==> config.mk <==
export PLATFORM = sky130hd
export DESIGN_NAME = alu_input_ctrl_flat
export DESIGN_NICKNAME = d
export VERILOG_FILES = /design/src/rtl/alu_input_ctrl_if.sv /design/src/rtl/alu_input_ctrl.sv /design/src/flat_wrapper.sv
export SDC_FILE = /design/constraint.sdc
export NUM_CORES = 1
export LEC_CHECK = 0
export BUFFER_PORTS_ARGS = -buffer_cell sky130_fd_sc_hd__buf_2
export CAP_MARGIN = 10
export CELL_PAD_IN_SITES_DETAIL_PLACEMENT = 1
export CELL_PAD_IN_SITES_GLOBAL_PLACEMENT = 2
export CORE_MARGIN = 2
export CORE_UTILIZATION = 35
export CTS_BUF_LIST = sky130_fd_sc_hd__clkbuf_4
export CTS_CLUSTER_SIZE = 24
export DETAILED_ROUTE_END_ITERATION = 8
export GPL_TIMING_DRIVEN = 1
export PLACE_DENSITY_LB_ADDON = 0.1
export SLEW_MARGIN = 10
export SYNTH_ARGS = -nofsm -noshare
export SYNTH_HDL_FRONTEND = slang
export SYNTH_SLANG_ARGS = --single-unit
==> constraint.sdc <==
create_clock -name CLK -period 1.8 [get_ports CLK]
set_input_delay 0.18 -clock CLK [delete_from_list [all_inputs] [get_ports CLK]]
set_output_delay 0.18 -clock CLK [all_outputs]
set_load 0.01 [all_outputs]
==> src/rtl/alu_input_ctrl_if.sv <==
// Bus bundle for the ALU input controller: raw pushbuttons and switches in,
// operand/opcode registers and debounced key events out.
interface alu_input_ctrl_if;
  logic [3:0]  key_n;
  logic [17:0] sw;
  logic [31:0] op1;
  logic [31:0] op2;
  logic [3:0]  opcode;
  logic [3:0]  key_evt;
  logic [7:0]  load_count;

  modport master (
    output key_n,
    output sw,
    input  op1,
    input  op2,
    input  opcode,
    input  key_evt,
    input  load_count
  );

  modport slave (
    input  key_n,
    input  sw,
    output op1,
    output op2,
    output opcode,
    output key_evt,
    output load_count
  );
endinterface

==> src/rtl/alu_input_ctrl.sv <==
// ALU input controller: synchronizes and debounces four pushbuttons, turns
// presses into one-cycle events and applies LOAD/STEP/CLEAR/SWAP to the
// operand and opcode registers.
module alu_input_ctrl #(
  parameter int DEBOUNCE_CYCLES = 250000,
  parameter int OPCODE_MAX      = 15
) (
  input logic          CLK,
  input logic          nRST,
  alu_input_ctrl_if.slave bus
);

  localparam int             CW     = $clog2(DEBOUNCE_CYCLES);
  localparam logic [CW-1:0]  CNT_TC = CW'(DEBOUNCE_CYCLES - 1);
  localparam logic [3:0]     OP_MAX = 4'(OPCODE_MAX);

  localparam int K_LOAD  = 0;
  localparam int K_STEP  = 1;
  localparam int K_CLEAR = 2;
  localparam int K_SWAP  = 3;

  logic [3:0]          key_s1_q, key_s2_q;
  logic [17:0]         sw_s1_q, sw_s2_q;
  logic [3:0]          deb_q, deb_d;
  logic [3:0]          deb_dly_q;
  logic [3:0][CW-1:0]  cnt_q, cnt_d;
  logic [3:0]          evt_q, evt_d;
  logic [31:0]         op1_q, op1_d;
  logic [31:0]         op2_q, op2_d;
  logic [3:0]          opcode_q, opcode_d;
  logic [7:0]          load_count_q, load_count_d;
  logic [31:0]         sw_val;

  // Two-flop synchronizers; keys idle released (1), switches idle 0.
  always_ff @(posedge CLK or negedge nRST) begin
    if (!nRST) begin
      key_s1_q <= 4'hF;
      key_s2_q <= 4'hF;
      sw_s1_q  <= '0;
      sw_s2_q  <= '0;
    end else begin
      key_s1_q <= bus.key_n;
      key_s2_q <= key_s1_q;
      sw_s1_q  <= bus.sw;
      sw_s2_q  <= sw_s1_q;
    end
  end

  // Per-key debouncer: any sample matching the accepted state restarts the count.
  always_comb begin
    deb_d = deb_q;
    cnt_d = cnt_q;
    for (int i = 0; i < 4; i++) begin
      if (key_s2_q[i] == deb_q[i]) begin
        cnt_d[i] = '0;
      end else if (cnt_q[i] == CNT_TC) begin
        deb_d[i] = key_s2_q[i];
        cnt_d[i] = '0;
      end else begin
        cnt_d[i] = cnt_q[i] + 1'b1;
      end
    end
    // Event fires the cycle after the accepted state has fallen.
    evt_d = deb_dly_q & ~deb_q;
  end

  // Debouncer state, delayed copy for edge detection, and the event register.
  always_ff @(posedge CLK or negedge nRST) begin
    if (!nRST) begin
      deb_q     <= 4'hF;
      deb_dly_q <= 4'hF;
      cnt_q     <= '0;
      evt_q     <= '0;
    end else begin
      deb_q     <= deb_d;
      deb_dly_q <= deb_q;
      cnt_q     <= cnt_d;
      evt_q     <= evt_d;
    end
  end

  assign sw_val = {{16{sw_s2_q[16]}}, sw_s2_q[15:0]};

  // Event actions: CLEAR wins, SWAP beats LOAD on operands, STEP is independent.
  always_comb begin
    op1_d        = op1_q;
    op2_d        = op2_q;
    opcode_d     = opcode_q;
    load_count_d = load_count_q;
    if (evt_q[K_CLEAR]) begin
      op1_d        = '0;
      op2_d        = '0;
      opcode_d     = '0;
      load_count_d = '0;
    end else begin
      if (evt_q[K_SWAP]) begin
        op1_d = op2_q;
        op2_d = op1_q;
      end else if (evt_q[K_LOAD]) begin
        if (sw_s2_q[17]) op1_d = sw_val;
        else             op2_d = sw_val;
        load_count_d = load_count_q + 8'd1;
      end
      if (evt_q[K_STEP]) begin
        opcode_d = (opcode_q == OP_MAX) ? 4'd0 : opcode_q + 4'd1;
      end
    end
  end

  // Operand, opcode and load counter registers.
  always_ff @(posedge CLK or negedge nRST) begin
    if (!nRST) begin
      op1_q        <= '0;
      op2_q        <= '0;
      opcode_q     <= '0;
      load_count_q <= '0;
    end else begin
      op1_q        <= op1_d;
      op2_q        <= op2_d;
      opcode_q     <= opcode_d;
      load_count_q <= load_count_d;
    end
  end

  assign bus.op1        = op1_q;
  assign bus.op2        = op2_q;
  assign bus.opcode     = opcode_q;
  assign bus.key_evt    = evt_q;
  assign bus.load_count = load_count_q;

endmodule

==> src/flat_wrapper.sv <==
// flat-port wrapper written by rule: the top's interface ports become plain ports
module alu_input_ctrl_flat 
#(
  parameter int DEBOUNCE_CYCLES = 250000,
  parameter int OPCODE_MAX      = 15
)
  (CLK, nRST, bus_key_n, bus_sw, bus_op1, bus_op2, bus_opcode, bus_key_evt, bus_load_count);
  alu_input_ctrl_if bus_i ();
  input logic CLK;
  input logic nRST;
  input wire logic [$bits(bus_i.key_n)-1:0] bus_key_n;
  input wire logic [$bits(bus_i.sw)-1:0] bus_sw;
  output wire logic [$bits(bus_i.op1)-1:0] bus_op1;
  output wire logic [$bits(bus_i.op2)-1:0] bus_op2;
  output wire logic [$bits(bus_i.opcode)-1:0] bus_opcode;
  output wire logic [$bits(bus_i.key_evt)-1:0] bus_key_evt;
  output wire logic [$bits(bus_i.load_count)-1:0] bus_load_count;
  assign bus_i.key_n = bus_key_n;
  assign bus_i.sw = bus_sw;
  assign bus_op1 = bus_i.op1;
  assign bus_op2 = bus_i.op2;
  assign bus_opcode = bus_i.opcode;
  assign bus_key_evt = bus_i.key_evt;
  assign bus_load_count = bus_i.load_count;
  alu_input_ctrl #(.DEBOUNCE_CYCLES(DEBOUNCE_CYCLES), .OPCODE_MAX(OPCODE_MAX)) u_core (.CLK(CLK), .nRST(nRST), .bus(bus_i));
endmodule
# Word level (Yosys, flattened, before mapping)
# Cells that the tools add are included.
# W data, S select, Z words.
# word_totals
latch_bits	0
ramBits	0
rom_bits	0
out_inout_bits	80
n_memories	0
wordCells	74
in_bits	24
regBits	204
# classes
div_mod_pow	0
order_cmp	0
multipliers	0
shifts	0
n_mux	22
n_bitwise	6
addsub	6
n_eq_ne	11
n_reduce_logical	11
# ops
cell	count
$mux W32	8
$mux W18	8
$add A18 B1 Y18 const B	4
$eq A18 B18 Y1 const B	4
$mux W8	3
$reduce_and A2 Y1	7
$mux W4	3
$add A8 B1 Y8 const B	1
$reduce_bool A3 Y1	2
$add A4 B1 Y4 const B	1
$and A4 B4 Y4	1
$eq A1 B1 Y1	4
$eq A4 B4 Y1 const B	1
$not A1 Y1	4
$not A4 Y4	1
$reduce_bool A2 Y1	2
$ne A3 B3 Y1 const B	1
$ne A2 B2 Y1 const B	1

# Depth between registers and ports, before layout
# Gate-level depths: netlist of the first run.
# depth
word_depth	4
ltp_mapped	6
mapped_depth_nobuf	5

# Worst setup path after synthesis of the first run
# Ideal clock, no wire load.
# synth_timing
kind	register to register
from	register u_core.cnt_q[13] (netlist bit)
to	register u_core.cnt_q[16] (netlist bit)
arrival_ps	1893
n_path_buf	1
t_required_ps	1681
period_less_slack_ps	2012
setup_time_ps	119
path_stages_with_launch	6
setup_slack_ps	-212
cell_sequence	dfrtp_1 -> or4b_1 -> or4_4 -> o21ai_4 -> buf_6 -> nor2_1
# synth_lines
item	line	rtl
start: declaration	alu_input_ctrl.sv:26	logic [3:0][CW-1:0] cnt_q, cnt_d;
start signal: assignment	alu_input_ctrl.sv:77	cnt_q <= cnt_d;

==> results of run 1 <==
==> kinds of logic after synthesis <==
group                      count (synthesis)  synth area share
buffers and inverters                     55           0.02552
and+or+nand+nor                          309            0.1747
AOI/OAI and AO/OA                        157            0.1162
adders and majority gates                  6          0.008750
DFF                                      204            0.5973
xor gates and xnor gates                  65           0.06635
muxes                                      9           0.01108
==> final timing paths <==
kind | to | slack, ns
worst max register to register | u_core.cnt_q[0] | -0.18
worst min register to register | u_core.sw_s2_q[10] | 0.34
min in group CLK | u_core.sw_s1_q[14] | 0.16
worst max-delay path | u_core.cnt_q[0] | -0.18
worst min-delay path | u_core.bus.opcode[3] | 0.08
max in group asynchronous | u_core.key_s1_q[0] | 1.05
==> where the power goes <==
part	total [mW]	internal [mW]	switching, mW
clock network	4.25	2.37	1.88
logic	0.375	0.156	0.219
registers	4.70	4.67	0.0372
==> through the flow <==
step	util	worst slack (ns)	cell area (µm²)
final	0.4642	-0.1817	11220
after CTS	0.4570	-0.1847	11050
after floorplan	-	-0.1558	8610
after detailed placement	0.4144	-0.1628	10020
after global routing	0.4642	-0.2425	11220
after global placement	0.4144	-0.1432	10020
==> state kept, by name (all words and copies together), names as in the netlist <==
register	count
u_core.sw_s1_q	18
u_core.deb_dly_q	4
u_core.bus.key_evt	4
u_core.bus.load_count	8
u_core.sw_s2_q	18
u_core.cnt_q	72
u_core.bus.opcode	4
u_core.bus.op1	32
u_core.bus.op2	32
u_core.key_s2_q	4
u_core.key_s1_q	4
u_core.deb_q	4
==> timing repair <==
item,4_1_cts,5_1_grt
gates resized for setup,7,19
setup buffers,0,7
endpoints found under the hold margin,221,0
cloned,1,1
pin swaps,0,4
endpoints found under the setup margin,21,47
hold buffers,23,0
==> synth_stat cells <==
cell type / n / area, µm²
and2_1: 1 / 6.260
ha_1: 6 / 75.07
o21ai_4: 1 / 16.27
nor3_1: 13 / 65.06
buf_1: 5 / 18.77
or4b_1: 1 / 10.01
buf_2: 4 / 20.02
o21ai_1: 1 / 5.000
or3b_2: 1 / 8.760
or4_1: 7 / 52.55
or3_1: 6 / 37.54
and3_1: 1 / 6.260
and4b_1: 1 / 10.01
xor2_1: 24 / 210.2
or4_4: 1 / 11.26
clkbuf_1: 30 / 112.6
nor4b_1: 3 / 26.28
inv_1: 15 / 56.30
o41ai_2: 2 / 32.53
nor2_1: 83 / 311.6
buf_6: 1 / 11.26
nand2_1: 87 / 326.6
dfrtp_1: 188 / 4705
o31ai_1: 68 / 510.5
mux2_2: 4 / 45.04
nand3b_1: 1 / 7.510
o21ai_0: 6 / 30.03
nand4_1: 26 / 162.7
and4_1: 3 / 26.28
nand2b_1: 3 / 18.77
or2_2: 2 / 12.51
nor2b_1: 24 / 150.1
nor4_1: 19 / 118.9
mux2i_1: 5 / 50.05
a211oi_1: 2 / 15.01
nand3_1: 26 / 130.1
a31oi_1: 2 / 12.51
a21oi_1: 75 / 375.4
dfstp_2: 16 / 420.4
xnor2_1: 41 / 359.1
==> metal layers <==
metal	up-vias	share of wire
met2	136	0.51
met5	-	0
met1	3470	0.42
met4	0	0.023
li1	3314	-
met3	42	0.047
==> cell type report <==
type	instances	area, µm²	share of cell area
diodes	1	2.502	0.0002230
clock buffers	89	668.1	0.05953
clock inverters	13	75.07	0.006689
inverters	15	56.30	0.005017
multi-input cells	546	3372	0.3004
flip-flops and latches	204	5131	0.4572
well taps	324	405.4	0.03612
repair buffers	200	1513	0.1348
==> results.txt, run 1 <==
- The run finished, with violations left.
* Violations in the final reports: negative setup slack
* TritonCTS clock tree: done
- Class of the tightest hold or removal check: primary input to async pin
- Clock-pin slew was measured on the worst setup and hold paths at 0.06 ns.
- For this run, global-route usage on met1 was measured as 0.2213.
- Type of destination of the critical path: flop
- Vias in the first global route: 7771
- The tree is rooted in a clkbuf_4.
* Initial DRT Pass Iterations: 4
- For this run, the register share of the synthesized area comes to 0.5973.
- VDD IR-drop max: 0.4761 mV
- Unique masters post-synth: 40
* Filler cell count in the final layout: 2692
- Horiz. Die Dim: 160.6 µm
* Met3 track demand over resource: 0.04158
* Level count of the clock H-tree: 2
* Cell Pwr Density: 831.1 mW/mm²
- Iteration-0 DRC Markers: 228
- Hold timing on the final database bottoms out at a slack of 0.08394 ns.
- Worst path depth: 5
- The total overflow left after global routing is 0.
- Crit path from: u_core.cnt_q[11]
* Max-slew headroom: 0.6373
* Family with the most delay on the worst path: simple AND/OR/NAND/NOR gates
- For the worst setup path, the data arrival time is 2.49 ns.
* Final setup violation count: 19
- The initial utilization of the core area, before any placement, comes to 0.3549.
- Data on the critical path is required at its endpoint by 2.31 ns.
* Fraction of the cycle the final worst path needs: 1.101
- Routed wire length: 23190 µm
- Transition time of the tightest slew-check pin: 0.5440 ns
- The detailed router placed 6962 vias in this run.
- Startpoint class of the critical path: flop
- The number of nets in the synthesized netlist is 835.
- Entering global routing, the biggest net connects 65 pins.
- After the flow finishes, the layout carries non-filler instances totaling 1392.
* Area of the core region: 0.02418 mm²
- The Yosys step of the flow raised 0 warnings.
* Final total negative setup slack: -3.228 ns
- Netlist area before placement: 0.008579 mm²
- The number of antenna violations at the first check in global routing was 1.
- After detailed routing, the number of remaining DRC violations is 0.
- Fin worst setup slack: -0.1817 ns
- Maximum capacitance violations: 0
- Post-synthesis register bit count: 204
* Leading cell type in the layout, fill and taps excluded: dfrtp_1
* Floorplan die height: 160.6 µm
* CTS sink cnt: 204
* Layout overhead on the synthesized area: 30.82%
* Number of CTS-inserted buffers: 56
* Number of max-slew violations in the final report: 0
* Post-layout minimum cycle time: 1.982 ns
- Most frequent cells in the layout: dfrtp_1 (185), buf_2 (101), clkbuf_4 (89)
* FP Rows: 57
- The largest single stage delay on the critical path is 0.56 ns.
- Once detailed placement completed, the half-perimeter wirelength came to 15250 µm.
- In the final layout, the share of cells above drive strength 1 is 0.2971.
* Placed Cells: 1257
* Skew final: 0.04236 ns
- Number of buffer cells added on primary ports: 103
- The clock passes through at most 3 buffers.
- Mean post-synth cell area: 10.66 µm²
- The design draws 9.328 mW.
* Reported leakage power: 5.115 nW
- Number of vias per cell: 5.001
* GR Util met2: 0.3264
- The worst setup path is of the flop to flop kind.
- The critical path goes through or4_4 -> or4_4 -> o21ai_4 -> buf_12 -> nor2_1.
* Detail Route Antenna Nets: 0
- CP most frequent cell: or4_4
- For the worst flop-to-flop path, the logic depth is 5.
- Buf+Inv Stages, Crit Path: 1
* Final routed wire length divided by cell count: 16.66 µm
- Global-route wire length before repair: 38900 µm
* CP Max Fanout: 18
- Die footprint: 0.02578 mm²
- Setup repair after global routing missed its margin: yes
* Critical-path top delay cell: or4_4
- After technology mapping, the gate count stands at 805.
- The congestion estimate from routability-driven global placement came to 0.7735.
* Startpoint of the most critical register-to-register path: u_core.cnt_q[11]
- In this run the count of I/O pins placed on the die edge is 104.
* Most crowded layer after global routing: met2
- At the later pin of the worst-skew pair, clock insertion delay measures 0.67 ns.
- Total GRT Usage: 0.1844
- In the final design database the tool counted 1053 nets.
- Highest Clock Rate: 504.6 MHz
- Number of failing hold endpoints at the final stage: 0
Note: power is estimated with default switching activity, not from simulation.
==> inputs of run 2 (changes only) <==
SKIP_CTS_REPAIR_TIMING = 1   (was unset)
==> run 2 against run 1 <==
  * The flow still finishes with violations (negative setup slack)
  * Non-clock buffer count decreased by 3
  * Highest routed layer unchanged
  * Routed wire length decreased by 0.99%
  * Critical endpoint unchanged
  * Final area decreased by 0.47%
  * Sequential power about the same
  * Flip-flop and latch count unchanged
  * Largest cell class unchanged
  * Combinational power about the same
==> results.txt, run 2 (same netlist as run 1, synthesis figures left out) <==
* CP most frequent cell: or4_4
* Number of flip-flops under the largest register name: 72
- Reported leakage power: 5.089 nW
- Setup violations remaining at the end of the flow were counted as 19.
- The tool flagged a number of max-cap violations equal to 0.
- Number of vias per cell: 5.001
- Initial DRT Pass Iterations: 4
- TritonCTS built the clock tree.
- Ratio of cells with drive above 1 in the final layout: 0.2951
* Vias in the first global route: 7692
- The die is 160.6 µm wide.
- Clock root cell: clkbuf_4
- Max-slew headroom: 0.6411
- Setup slack of the worst register-to-register path: -0.18 ns
- Maximum clock insertion buffer count: 3
- During I/O placement, the number of pins put on the boundary was 104.
* Routed wire length: 22960 µm
- The cell family contributing the most delay on the critical path is simple AND/OR/NAND/NOR gates.
- The tightest hold path in the finished design has a slack of 0.07891 ns.
- At the pin with the least slew margin, the transition time is 0.5384 ns.
- The hold violation count in the final report came to 0.
- Final total negative setup slack: -3.174 ns
- The floorplan step defined a core boundary enclosing 0.02418 mm².
* Number of CTS-inserted buffers: 56
* DPL Wire Length: 15250 µm
- The number of antenna violations at the first check in global routing came to 1.
- Worst R2R Path Depth: 5
* Class of the tightest hold or removal check: primary input to async pin
- The filler cells instantiated in the layout total 2700.
- Summed over all layers, the global routing overflow is 0.
- Setup repair after global routing could not meet its margin everywhere.
- The setup path with the least slack is of type flop to flop.
- Startpoint class of the critical path: flop
* Total number of nets in the final design: 1050
- Total GRT Usage: 0.1799
- The run finished, with violations left.
- Fraction of the cycle the final worst path needs: 1.100
- On the worst path, the slowest cell contributes a delay of 0.56 ns.
- Once layout is complete, the utilization of the core stands at 0.4620.
- Biggest register: u_core.cnt_q
- Placed Cells: 1257
- VDD IR-drop max: 0.4751 mV
- Required time worst endpoint: 2.31 ns
- Setup slack on the critical path of the routed design comes to -0.1808 ns.
- Clock-pin slew was measured on the worst setup and hold paths at 0.06 ns.
* FP Rows: 57
- In this run, the number of DRC markers left after iteration 0 of detailed routing was 210.
- Number of max-slew violations in the final report: 0
- Buf+Inv Stages, Crit Path: 1
- Leading cell type in the layout, fill and taps excluded: dfrtp_1
- Worst flop-to-flop path endpoint: u_core.cnt_q[0]
- Startpoint of the most critical register-to-register path: u_core.cnt_q[8]
* Die footprint: 0.02578 mm²
- In the routed design, unresolved DRC markers number 0.
- At the worst endpoint, the arrival time is 2.49 ns.
- The critical path goes through or4_4 -> or4_4 -> o21ai_4 -> buf_12 -> nor2_1.
* Number of standard cells in the final layout excluding fillers: 1389
* Critical-path top delay cell: or4_4
- The initial utilization of the core area, before any placement, comes to 0.3549.
- In this run the worst path has a maximum fanout of 18.
* Type of destination of the critical path: flop
- The first global-routing pass estimated 38130 µm of wire.
- The die is 160.6 µm tall.
* Cell Pwr Density: 834.9 mW/mm²
- Relative to the synthesized area, the layout overhead comes to 30.20%.
* Level count of the clock H-tree: 2
* Skew final: 0.04201 ns
- The routed design could run at a clock period as short as 1.981 ns.
- CTS sink cnt: 204
* Detailed-route via count: 6947
* Largest net degree at the start of global routing: 70
- Once detail routing completed, the nets flagged for antenna violations numbered 0.
- Highest Clock Rate: 504.8 MHz
* Final routed wire length divided by cell count: 16.53 µm
- Insertion delay to the later sink of the worst-skew pair: 0.67 ns
* Most frequent cells in the layout: dfrtp_1 (185), buf_2 (101), clkbuf_4 (89)
- During placement, the flow inserted port buffers numbering 103.
- Violations in the final reports: negative setup slack
- Final RePlAce weighted congestion: 0.7735
run 2: layer usage:
| metal | share of wire | global-route usage |
|---|---|---|
| met4 | 0.022 | 0.06061 |
| met1 | 0.42 | 0.2159 |
| met3 | 0.047 | 0.04081 |
| met2 | 0.51 | 0.3190 |
| met5 | 0 | 0 |
run 2: stage by stage:
step	power (mW)	setup WS [ns]	area, µm²
after floorplan	4.903	-0.1558	8610
after global placement	5.108	-0.1432	10020
after detailed placement	5.134	-0.1628	10020
after CTS	9.514	-0.2349	10760
after global routing	9.856	-0.2320	11170
final	9.326	-0.1808	11170
run 2: layout make-up:
class / instances / area (µm²) / share of cell area
antenna: 1 / 2.502 / 0.0002240
clock buffer: 89 / 668.1 / 0.05981
clock inverter: 13 / 75.07 / 0.006720
inverter: 15 / 56.30 / 0.005040
multi-input combinational: 546 / 3372 / 0.3019
sequential: 204 / 5131 / 0.4593
tap: 324 / 405.4 / 0.03629
timing repair buffer: 197 / 1460 / 0.1307
run 2: how the worst max path moves through the flow:
stage,endpoint,startpoint,cells after the start
global route,u_core.cnt_q[0],u_core.cnt_q[8],5
detailed placement,u_core.deb_q[0],u_core.cnt_q[11],4
CTS,bus_key_evt[2],u_core.bus.key_evt[2],2
finish,u_core.cnt_q[0],u_core.cnt_q[8],5
floorplan,u_core.cnt_q[11],u_core.cnt_q[11],5
global placement,u_core.deb_q[0],u_core.cnt_q[11],4
run 2: power breakdown:
group,leakage [nW],internal (mW),switching [mW]
logic,1.95,0.156,0.219
registers,2.70,4.67,0.0372
clock network,0.445,2.37,1.88
==> inputs of run 3 (changes only) <==
PLACE_DENSITY = 0.83   (was unset)
PLACE_DENSITY_LB_ADDON = unset   (was 0.1)
==> run 3 against run 2 <==
  * Critical path type unchanged
  * The flow still finishes with violations (negative setup slack)
  * Sequential share of layout area up 0.25 points
  * Clock skew down 0.0031 ns
  * Global-route usage down 1.3 points
  * Die area unchanged
  * Largest cell class unchanged
==> results.txt, run 3 (same netlist as run 1, synthesis figures left out) <==
- Across all setup checks in the final design, the least slack found is -0.1974 ns.
* Iteration-0 DRC Markers: 272
- Initial core utilization: 0.3549
- Number of failing hold endpoints at the final stage: 0
- The run finished, with violations left.
- Clock-pin slew was measured on the worst setup and hold paths at 0.07 ns.
- Detailed routing placed a total of 979 µm of wire on met3.
- Global-route wire length before repair: 35580 µm
* Vias in the first global route: 7084
- Wire length on met2: 10490 µm
* Area of the core region: 0.02418 mm²
- Row generation in the floorplan step produced 57 rows.
- Clock root cell: clkbuf_4
* Most frequent cells in the layout: dfrtp_1 (185), buf_2 (101), nand2_1 (87), clkbuf_4 (87), nor2_1 (76)
* Buf+Inv Stages, Crit Path: 1
* Fraction of the cycle the final worst path needs: 1.110
* Biggest register: u_core.cnt_q
- Final RePlAce weighted congestion: 0.7332
* M1 WL: 9835 µm
- The count of buffers added on input and output ports is 103.
- The later pin in the worst-skew pair is clocked with a latency of 0.68 ns.
* Detail Route Antenna Nets: 0
- Number of max-slew violations in the final report: 0
- The die covers 0.02578 mm².
- The checks that failed: negative setup slack.
- Setup repair after global routing missed its margin: yes
* Number of flip-flops under the largest register name: 72
* DPL Wire Length: 13750 µm
- CTS sink cnt: 204
* Worst Path Arrival: 2.52 ns
- STA classifies the critical path startpoint as a flop.
- Number of vias per cell: 4.991
- For this design the ratio of total power to cell area is 841.1 mW/mm².
- Horiz. Die Dim: 160.6 µm
- Type of destination of the critical path: flop
* Layout overhead on the synthesized area: 29.50%
* Critical-path top delay cell: or4_4
- Leaving out fill and tap cells, the most frequent cell in the layout is dfrtp_1.
- The number of antenna violations at the first check in global routing came to 1.
- Critical path type: flop to flop
* Level count of the clock H-tree: 2
- 104 I/O pins were placed.
- TritonCTS clock tree: done
* Number of CTS-inserted buffers: 56
- The worst path in the final design needs a cycle of 1.997 ns, including I/O delays and setup.
* Reported leakage power: 5.035 nW
* Highest Clock Rate: 500.6 MHz
* Overflow left after global routing: 0
- The detailed router used layers up to and including met4.
- The critical path goes through or4_4 -> or4_4 -> o21ai_4 -> buf_12 -> nor2_1.
- Post-layout total power: 9.345 mW
* CP Max Fanout: 18
- Final setup violation count: 20
- Maximum clock insertion buffer count: 3
- The finished layout holds 1379 standard cells, fillers aside.
- In this run the tightest slew margin relative to its limit is 0.7446.
* Critical path's largest stage delay: 0.56 ns
* Placed Cells: 1250
- The die is 160.6 µm tall.
- VDD IR-drop max: 0.4593 mV
* Class of the tightest hold or removal check: primary input to async pin
- For this block, the routed nets add up to 21670 µm of wire.
- Total number of nets in the final design: 1042
- Filler cell count in the final layout: 2725
- Ratio of cells with drive above 1 in the final layout: 0.2903
- In the final timing run, aggregate negative setup slack is -3.580 ns.
- For this run, the total global-route usage over all layers was measured as 0.1670.
- For the pin with the worst max-slew slack, the measured transition is 0.3818 ns.
* Required time worst endpoint: 2.32 ns
* Skew final: 0.03889 ns
- After detailed routing, the number of remaining DRC violations is 0.
- Largest net degree at the start of global routing: 70
- Storage cell area: 0.005131 mm²
- The tool flagged a number of max-cap violations equal to 0.
- Final routed wire length divided by cell count: 15.71 µm
* Detailed-route via count: 6882
* Area occupied by multi-input gates: 0.003379 mm²
- CP most frequent cell: or4_4
* Initial DRT Pass Iterations: 4
* Family with the most delay on the worst path: simple AND/OR/NAND/NOR gates
[run 3: per-layer routing]
layer / vias up / track usage
li1: 3281 / -
met2: 139 / 0.2798
met5: - / 0
met1: 3426 / 0.2164
met4: 0 / 0.05405
met3: 36 / 0.03642
[run 3: path summary, 6_finish.rpt]
path                            slack (ns)               from  cells past startpoint                 end
worst max-delay path                 -0.20    u_core.cnt_q[8]                      5    u_core.cnt_q[15]
worst min-delay path                  0.11               nRST                      3  u_core.bus.op1[24]
worst max register to register       -0.20    u_core.cnt_q[8]                      5    u_core.cnt_q[15]
worst min register to register        0.35  u_core.sw_s1_q[6]                      0   u_core.sw_s2_q[6]
max in group asynchronous             1.33               nRST                      3   u_core.bus.op2[9]
min in group CLK                      0.14         bus_sw[13]                      2  u_core.sw_s1_q[13]
[run 3: final cells by class]
class / instances / area share
Antenna cell: 1 / 0.0002252
Clock buffer: 87 / 0.05878
Clock inverter: 13 / 0.007658
Inverter: 15 / 0.005068
Multi-Input combinational cell: 546 / 0.3042
Sequential cell: 204 / 0.4618
Tap cell: 324 / 0.03649
Timing Repair Buffer: 189 / 0.1258
[run 3: power breakdown]
part / switching (mW) / internal, mW
clock network: 1.93 / 2.33
logic: 0.219 / 0.161
registers: 0.0369 / 4.67
total: 2.19 / 7.16
[run 3: tightest hold or removal path, stage by stage]
cell and delay [ns]:
dlygate4sd3_1 0.54, clkbuf_8 0.20, buf_12 0.22
[run 3: per-stage QoR]
stage / setup WS [ns] / hold WS, ns / utilization / cell area (µm²)
2_1_floorplan: -0.1558 / -0.1156 / - / 8610
3_3_place_gp: -0.1684 / 0.1364 / 0.4123 / 9967
3_5_place_dp: -0.2106 / 0.1291 / 0.4123 / 9967
4_1_cts: -0.2339 / -0.6222 / 0.4428 / 10710
5_1_grt: -0.2441 / 0.07109 / 0.4596 / 11110
6_report: -0.1974 / 0.1150 / 0.4596 / 11110
